<file path="src/rtl/hub_slot_sched.sv">
// hub_slot_sched: round-robin hub slot scheduler for 8 cogs.
// Generates ena_bus / one-hot bus_sel / slot. Predicts each bus_ack from the
// requests granted ACK_LAT slots earlier and raises a sticky ack_err on mismatch.
// Optional feature macro: HUB_SLOT_STEP_EN (adds step_mode/step single-slot stepping).
module hub_slot_sched #(
   parameter int unsigned ENA_DIV = 2,
   parameter int unsigned ACK_LAT = 2
) (
   input  logic       clk_cog,
   input  logic       nres,
   input  logic [7:0] cog_req,
   input  logic [7:0] bus_ack,
   input  logic       err_clr,
`ifdef HUB_SLOT_STEP_EN
   input  logic       step_mode,
   input  logic       step,
`endif
   output logic       ena_bus,
   output logic [7:0] bus_sel,
   output logic [2:0] slot,
   output logic       ack_err
);

   localparam int unsigned PW = (ENA_DIV > 2) ? $clog2(ENA_DIV) : 1;
   localparam logic [PW-1:0] PHASE_LAST = PW'(ENA_DIV - 1);

   logic [PW-1:0] phase_q, phase_d;
   logic          ena_bus_q, ena_bus_d;
   logic [7:0]    bus_sel_q, bus_sel_d;
   logic [2:0]    slot_q, slot_d;
   logic          ack_err_q, ack_err_d;
   logic [7:0]    exp_q [ACK_LAT];
   logic [7:0]    exp_d [ACK_LAT];

   // Next-state: phase counter, slot rotation, ack expectation pipe and error flag.
   always_comb begin
      phase_d   = (phase_q == PHASE_LAST) ? '0 : phase_q + 1'b1;
      // ena_bus is registered, so it is derived from the phase value being loaded.
      ena_bus_d = (phase_d == PHASE_LAST);
`ifdef HUB_SLOT_STEP_EN
      // Stepping parks the phase at 0 so leaving step mode starts a fresh period.
      if (step_mode) begin
         phase_d   = '0;
         ena_bus_d = step;
      end
`endif
      bus_sel_d = bus_sel_q;
      slot_d    = slot_q;
      exp_d     = exp_q;
      ack_err_d = ack_err_q;
      if (err_clr) begin
         ack_err_d = 1'b0;
      end
      if (ena_bus_q) begin
         bus_sel_d = {bus_sel_q[6:0], bus_sel_q[7]};
         slot_d    = slot_q + 3'd1;
         exp_d[0]  = cog_req & bus_sel_q;
         for (int unsigned i = 1; i < ACK_LAT; i++) begin
            exp_d[i] = exp_q[i-1];
         end
         // Set has priority over a coincident err_clr.
         if (bus_ack != exp_q[ACK_LAT-1]) begin
            ack_err_d = 1'b1;
         end
      end
   end

   // State registers with asynchronous active-low reset.
   always_ff @(posedge clk_cog or negedge nres) begin
      if (!nres) begin
         phase_q   <= '0;
         ena_bus_q <= 1'b0;
         bus_sel_q <= 8'h01;
         slot_q    <= '0;
         ack_err_q <= 1'b0;
         for (int unsigned i = 0; i < ACK_LAT; i++) begin
            exp_q[i] <= '0;
         end
      end else begin
         phase_q   <= phase_d;
         ena_bus_q <= ena_bus_d;
         bus_sel_q <= bus_sel_d;
         slot_q    <= slot_d;
         ack_err_q <= ack_err_d;
         exp_q     <= exp_d;
      end
   end

   assign ena_bus = ena_bus_q;
   assign bus_sel = bus_sel_q;
   assign slot    = slot_q;
   assign ack_err = ack_err_q;

endmodule
</file>
<file path="config.mk">
export PLATFORM = sky130hd
export DESIGN_NAME = hub_slot_sched
export DESIGN_NICKNAME = d
export VERILOG_FILES = /design/src/rtl/hub_slot_sched.sv
export SDC_FILE = /design/constraint.sdc
export NUM_CORES = 1
export LEC_CHECK = 0
export CORE_MARGIN = 3
export CORE_UTILIZATION = 60
export DETAILED_ROUTE_END_ITERATION = 12
export DONT_BUFFER_PORTS = 1
export PLACE_DENSITY = 0.78
export SLEW_MARGIN = 20
export SYNTH_ARGS = -nofsm -noshare
export SYNTH_HDL_FRONTEND = slang
export SYNTH_SLANG_ARGS = --single-unit
</file>
<file path="constraint.sdc">
create_clock -name clk_cog -period 3 [get_ports clk_cog]
set_input_delay 0.45 -clock clk_cog [delete_from_list [all_inputs] [get_ports clk_cog]]
set_output_delay 0.45 -clock clk_cog [all_outputs]
set_load 0.02 [all_outputs]
</file>
; After elaboration in Yosys (flattened, before gate mapping)
; Index checks and enable logic that the tools add are counted.
[word_totals]
register_bits = 29
in_bits = 19
out_inout_bits = 13
elab_cells = 14
[op_classes]
addsub = 2
n_eq_ne = 1
muxes = 4
bitwise = 1
[op_table]
columns = op, n
row1 = $and A8 B8 Y8, 1
row2 = $ne A8 B8 Y1, 1
row3 = $mux W1, 4
row4 = $add A3 B1 Y3 const B, 1
row5 = $add A1 B1 Y1 const B, 1

; Longest topological paths before layout
; Gate-level depths: netlist of the first run.
[logic_depth]
depth_word = 3
mapped_depth = 4
mapped_depth_nobuf = 4

; Worst setup path before layout of the first run
; Ideal clock, no wire load.
[synth_timing]
path_kind = reg2reg
start = reg ena_bus_q, in the netlist ena_bus
end = reg bus_sel_q[1], in the netlist bus_sel[1]
setup_ns = 0.125
t_arrival_ns = 1.046
required_ns = 2.875
slack_ns = 1.829
stages_incl_launch_ff = 4
n_path_buf = 2
synth_period_minus_slack_ns = 1.171
cell_sequence = dfrtp_1 buf_6 buf_12 mux2_4
[synth_rtl]
columns = item, line
row1 = "start, declared", 28  ; logic ena_bus_q, ena_bus_d;
row2 = "start signal, assigned", 81  ; ena_bus_q <= ena_bus_d;
row3 = "end signal, assigned", 82  ; bus_sel_q <= bus_sel_d;
row4 = "end, declared", 29  ; logic [7:0] bus_sel_q, bus_sel_d;
; No word-level cell between the ends.

; Worst setup path after layout of the first run
[layout_timing]
start = reg ena_bus_q, in the netlist ena_bus
end = out ena_bus
[layout_rtl]
columns = item, line
row1 = "end, declared", 18  ; output logic ena_bus,
; No word-level cell between the ends.

==> results of run 1 <==
cells in the mapped netlist:
cell / instances / area [um^2]
buf_12: 1 / 20.02
xnor2_1: 9 / 78.83
mux2_2: 7 / 78.83
nand4_1: 2 / 12.51
xor2_1: 1 / 8.760
mux2_4: 10 / 150.1
nand3_1: 8 / 40.04
buf_6: 1 / 11.26
dfrtp_1: 28 / 700.7
nand2_1: 1 / 3.750
inv_1: 10 / 37.54
o21ai_0: 10 / 50.05
buf_2: 1 / 5.000
ha_1: 1 / 12.51
dfstp_2: 1 / 26.28
buf_4: 1 / 7.510
state kept, by name, summed over array words and instances, names as in the netlist:
name / flops
exp_q: 16
bus_sel: 8
slot: 3
ack_err: 1
ena_bus: 1
cell families (layout without fill, tap and decap cells):
group / count (synthesis) / count (layout) / synth area share (%)
buffers and inverters: 14 / 21 / 6.539
AND/OR/NAND/NOR: 11 / 11 / 4.527
adder cells (fa/ha/maj): 1 / 1 / 1.006
XOR/XNOR: 10 / 10 / 7.043
multiplexers: 17 / 17 / 18.41
flip-flops: 29 / 29 / 58.45
AO/OA/AOI/OAI: 10 / 10 / 4.024
layout by cell type, fill, tap and decap left out:
master	instances
buf_12	2
clkbuf_1	1
clkbuf_4	5
clkinv_2	2
dfrtp_1	28
dfstp_2	1
dlygate4sd3_1	1
ha_1	1
inv_1	10
mux2_2	7
mux2_4	10
nand2_1	1
nand3_1	8
nand4_1	2
o21ai_0	10
xnor2_1	9
xor2_1	1
power groups by stage:
stage	sequential [mW]	clock, mW	combinational [mW]
after floorplan	0.400	0	0.00538
after global placement	0.400	0	0.00584
after detailed placement	0.400	0	0.00588
after CTS	0.393	0.224	0.0176
after global routing	0.393	0.243	0.0193
final	0.392	0.213	0.0169
routing by layer:
metal / up-vias / global-route usage, %
met3: 4 / 9.169
li1: 321 / -
met4: 0 / 14.41
met2: 34 / 26.91
met5: - / 0
met1: 327 / 22.44
area by class of cell:
cell class | count | area, um^2
flip-flops and latches | 29 | 726.9
clock buffers | 6 | 41.29
fillers | 156 | 506.7
inverters | 10 | 37.54
clock inverters | 2 | 10.01
well taps | 25 | 31.28
multi-input cells | 49 | 435.4
repair buffers | 3 | 50.05
through the flow:
stage	hold WS, ps	std cells	instance area (um^2)	utilization (%)	setup slack [ps]
after floorplan	154.4	92	1244	-	1829
after CTS	199.8	124	1333	72.45	1412
after detailed placement	155.0	114	1251	68.03	1501
after global routing	217.4	124	1333	72.45	1355
after global placement	155.1	114	1251	68.03	1510
final	218.8	124	1333	72.45	1439
worst reg2reg max path, delay by kind of cell (launching register included):
kind | cells | cell delay [ps]
buffers and inverters | 1 | 260
DFF | 1 | 790
muxes | 1 | 350
worst paths after layout:
kind                                 from         end  slack [ps]
worst max-delay path              ena_bus     ena_bus        1440
worst min-delay path              err_clr     ack_err         220
worst max register to register    ena_bus  bus_sel[7]        1500
worst min register to register  exp_q[11]    exp_q[3]         520
max in group asynchronous            nres  bus_sel[0]        2200
min in group asynchronous            nres     ack_err         570
==> impl_metrics.yaml, run 1 <==
run_status:
  status: "finished, final reports clean"
floorplan:
  rows: 15
  start_util_pct: 67.62
  core-area_um2: 1839
  dieArea_um2: 2655
  die_h_um: 51.53
  die_w_um: 51.53
  io_pins: 32
cts:
  cts-htree-levels: 2
  clock_latency_ps: 320
  cts_tree: "yes"
  numCtsBuffers: 5
  ctsHoldBuffers: 2
  clk_path_buf_depth: 2
  post-cts-setup-buffers: 0
  ctsResizeCount: 0
  path_clk_slew_ps: 90
  ctsRootBufferMaster: "clkbuf_4"
  clkSinkCount: 29
setup_path:
  cp.arrival_ps: 1110
  cp.required_ps: 2550
  reg2reg_depth: 2
  cp-start-kind: "flop"
  worstSetupEndpointType: "output port"
  critical_path_class: "flop to output port"
  crit_fanout: 15
  cp.depth: 0
power:
  p_seq_share_pct: 63.0
  power_leakage_nw: 0.6527
  p_switching_mw: 0.1350
  switching_share_pct: 21.67
  internal-power_mw: 0.4878
  clkPwrFrac_pct: 34.3
  max-vdd-ir-drop_v: 0.0003371
  power.density_nw_per_um2: 467.4
  comb_power_share_pct: 2.7
  finalPower_mw: 0.6228
synthesis:
  synth_cells: 92
  syn_area_um2: 1244
  synth-seq-cells: 29
  ys_warn_count: 0
  synth-seq-area-share_pct: 58.45
  synth_cell_types: 16
  synth_area_per_cell_um2: 13.52
  synth_nets: 112
route:
  wl_met2_um: 891
  met3_length_um: 221
  drtPass1Iterations: 4
  wl_met1_um: 761
  highest_layer: "met4"
  drtAntennaViolNets: 0
  drc: 0
  drt_iter0_drc: 9
  wl_per_cell_um: 15.52
  drt-total-wl_mm: 1.925
  vias_per_cell: 5.532
  via_count: 686
cells_and_area:
  area_delta_synth_final_pct: 7.143
  drive_above_1_share_pct: 27.27
  layout.nets: 118
  num_antenna_cells: 0
timing:
  fin_crit_sh_pct: 52.02
  hold_viol: 0
  fin_crit_ps: 1561
  slew_viol_final: 0
  tightestPinTransition_ps: 682.6
  clock.fmax_mhz: 640.8
  relSlewSlack_pct: 54.49
  rsz0062_at_grt: "false"
  report.final.setup_viol: 0
  fin_tns_setup_ps: 0
  final.setup_skew_ps: 4.421
min_path:
  hp-class: "input pin to flop"
  hold-path-cell-count: 1
place:
  gp_congestion: 0.6745
  hpwl_mm: 1.380
  io_buffers: 0
run:
  maxCapViolCount: 0
global_route:
  antenna_found_initial: 0
  grt_max_degree: 30
  grt_overflow: 0
  grt_usage_pct: 19.14
  grt_pass1_vias: 784
  grt_first_pass_wirelength_mm: 3.477
No activity file was read; power rests on OpenSTA's default activity.
==> run 2: changes to the inputs <==
--- a/config.mk
+++ b/config.mk
@@ -6,10 +6,10 @@
 export NUM_CORES = 1
 export LEC_CHECK = 0
 export CORE_MARGIN = 3
-export CORE_UTILIZATION = 60
+export CORE_UTILIZATION = 54
 export DETAILED_ROUTE_END_ITERATION = 12
 export DONT_BUFFER_PORTS = 1
-export PLACE_DENSITY = 0.78
+export PLACE_DENSITY = 0.74
 export SLEW_MARGIN = 20
 export SYNTH_ARGS = -nofsm -noshare
 export SYNTH_HDL_FRONTEND = slang
==> constraint.sdc (replaced) <==
create_clock -name clk_cog -period 1.37 [get_ports clk_cog]
set_input_delay 0.2055 -clock clk_cog [delete_from_list [all_inputs] [get_ports clk_cog]]
set_output_delay 0.2055 -clock clk_cog [all_outputs]
set_load 0.02 [all_outputs]
==> run 2 against run 1 <==
Core utilization down 6.3 points. Die area rose by 9.8%. Routed wire length fell by 0.88%. Sequential share of layout area decreased by 1.3 points. Register-to-register slack worse by 1300 ps. Cell count up 3.2%. First-iteration DRC count stayed put. Total power is 130% higher.
==> impl_metrics.yaml, run 2 (synthesized netlist as in run 1, its figures left out) <==
floorplan:
  io_pins: 32
  core-area_um2: 2062
  die_w_um: 53.99
  dieArea_um2: 2915
  rows: 16
  start_util_pct: 60.32
  die_h_um: 53.99
cts:
  cts_tree: "yes"
  clkSinkCount: 29
  path_clk_slew_ps: 80
  clock_latency_ps: 330
  ctsRootBufferMaster: "clkbuf_4"
  cts-htree-levels: 2
  clk_path_buf_depth: 2
  post-cts-setup-buffers: 0
  numCtsBuffers: 5
global_route:
  antenna_found_initial: 0
  grt_first_pass_wirelength_mm: 3.167
  grt_max_degree: 31
  grt_usage_pct: 16.75
  grt_overflow: 0
  grt_pass1_vias: 761
min_path:
  hold-path-cell-count: 2
  hp-class: "input pin to flop"
setup_path:
  cpPeakStageDelay_ps: 470
  cp-start-kind: "flop"
  cp.arrival_ps: 1370
  critical_path_class: "flop to flop"
  crit_fanout: 3
  critPathTopFamily: "flip-flops"
  reg2reg_depth: 2
  worstSetupEndpointType: "flop"
  cp_cell_sequence: "ha_1 > mux2_2"
  crit_buf_inv: 0
  cp.depth: 2
  cp.required_ps: 1580
  cpMaxStageDelayCell: "dfrtp_1"
place:
  dpl.cell_count: 118
  gp_congestion: 0.6649
  io_buffers: 0
  hpwl_mm: 1.334
power:
  power.density_nw_per_um2: 1039
  max-vdd-ir-drop_v: 0.0008284
  power_leakage_nw: 0.6658
timing:
  relSlewSlack_pct: 81.14
  report.final.setup_viol: 0
  clock.fmax_mhz: 865.3
  final.setup_skew_ps: 8.327
  fin_crit_ps: 1156
  hold_viol: 0
  rsz0062_at_grt: "false"
  fin_tns_setup_ps: 0
  slew_viol_final: 0
  tightestPinTransition_ps: 282.8
  fin_crit_sh_pct: 84.36
cells_and_area:
  area_delta_synth_final_pct: 9.658
  final_cell_mix: "28 x dfrtp_1, 10 x inv_1, 10 x o21ai_0, 10 x mux2_4, 9 x xnor2_1"
  largest_reg_flops: 16
  drive_above_1_share_pct: 27.72
  multi_input_area_um2: 435.4
  num_antenna_cells: 0
  largest_register: "exp_q"
  layout.nets: 121
  regArea_um2: 726.9
  fillCellCount: 174
  layout_commonest_cell: "dfrtp_1"
  stdcell_count: 128
route:
  drc: 0
  vias_per_cell: 5.289
  drt-total-wl_mm: 1.908
  drt_iter0_drc: 9
  wl_per_cell_um: 14.91
  drtPass1Iterations: 2
  drtAntennaViolNets: 0
  via_count: 677
run:
  maxCapViolCount: 0
run_status:
  status: "finished, final reports clean"
run 2: cell types whose count changed in the layout (fill, tap and decap cells not counted), sizes merged:
| cell | delta |
|---|---|
| buf | +2 |
| clkbuf | +1 |
| clkinv | -2 |
| dlygate4sd3 | +1 |
run 2: path summary, 6_finish.rpt:
kind	slack, ps	to	from
max	210	slot[1]	slot[1]
max reg2reg	210	slot[1]	slot[1]
max in group asynchronous	830	bus_sel[0]	nres
min reg2reg	510	exp_q[5]	exp_q[13]
min	30	exp_q[14]	cog_req[6]
min in group asynchronous	300	slot[0]	nres
run 2: worst reg2reg max path, stage by stage (launching register included):
cell,delay [ps]
dfrtp_1,470
ha_1,310
mux2_2,270
run 2: area by class of cell:
cell class                 count  share of cell area [%]
inverter                      10                   2.752
timing repair buffer           6                   5.505
sequential                    29                   53.30
tap                           27                   2.477
clock buffer                   7                   4.037
multi-input combinational     49                   31.93
run 2: through the flow:
step	total power, mW	hold WS, ps	cell area, um^2	setup slack [ps]	util [%]
final	1.417	26.30	1364	214.3	66.14
after global routing	1.496	17.48	1364	155.6	66.14
after CTS	1.438	15.60	1364	200.1	66.14
after detailed placement	0.8897	-89.48	1269	215.0	61.53
after global placement	0.8894	-89.38	1269	254.2	61.53
after floorplan	0.8883	-90.09	1244	199.4	-
run 2: per-layer routing:
layer / part of all wire, % / global-route usage [%] / vias to the layer above
met4: 2.0 / 8.714 / 0
met1: 42 / 19.60 / 317
met5: 0 / 0 / -
met2: 43 / 22.58 / 32
li1: - / - / 323
met3: 13 / 11.91 / 5
run 2: power breakdown:
group          switching, mW  internal (mW)  leakage [nW]  total (mW)
Combinational         0.0205         0.0187         0.239      0.0392
Clock                  0.276          0.242        0.0314       0.518
Sequential           0.00291          0.857         0.395       0.859
Total                  0.300           1.12         0.666        1.42
run 2: what timing repair did:
item / in CTS / in global routing
gates resized for setup: 0 / 0
hold endpoints to repair: 30 / 0
hold buffers: 3 / 0
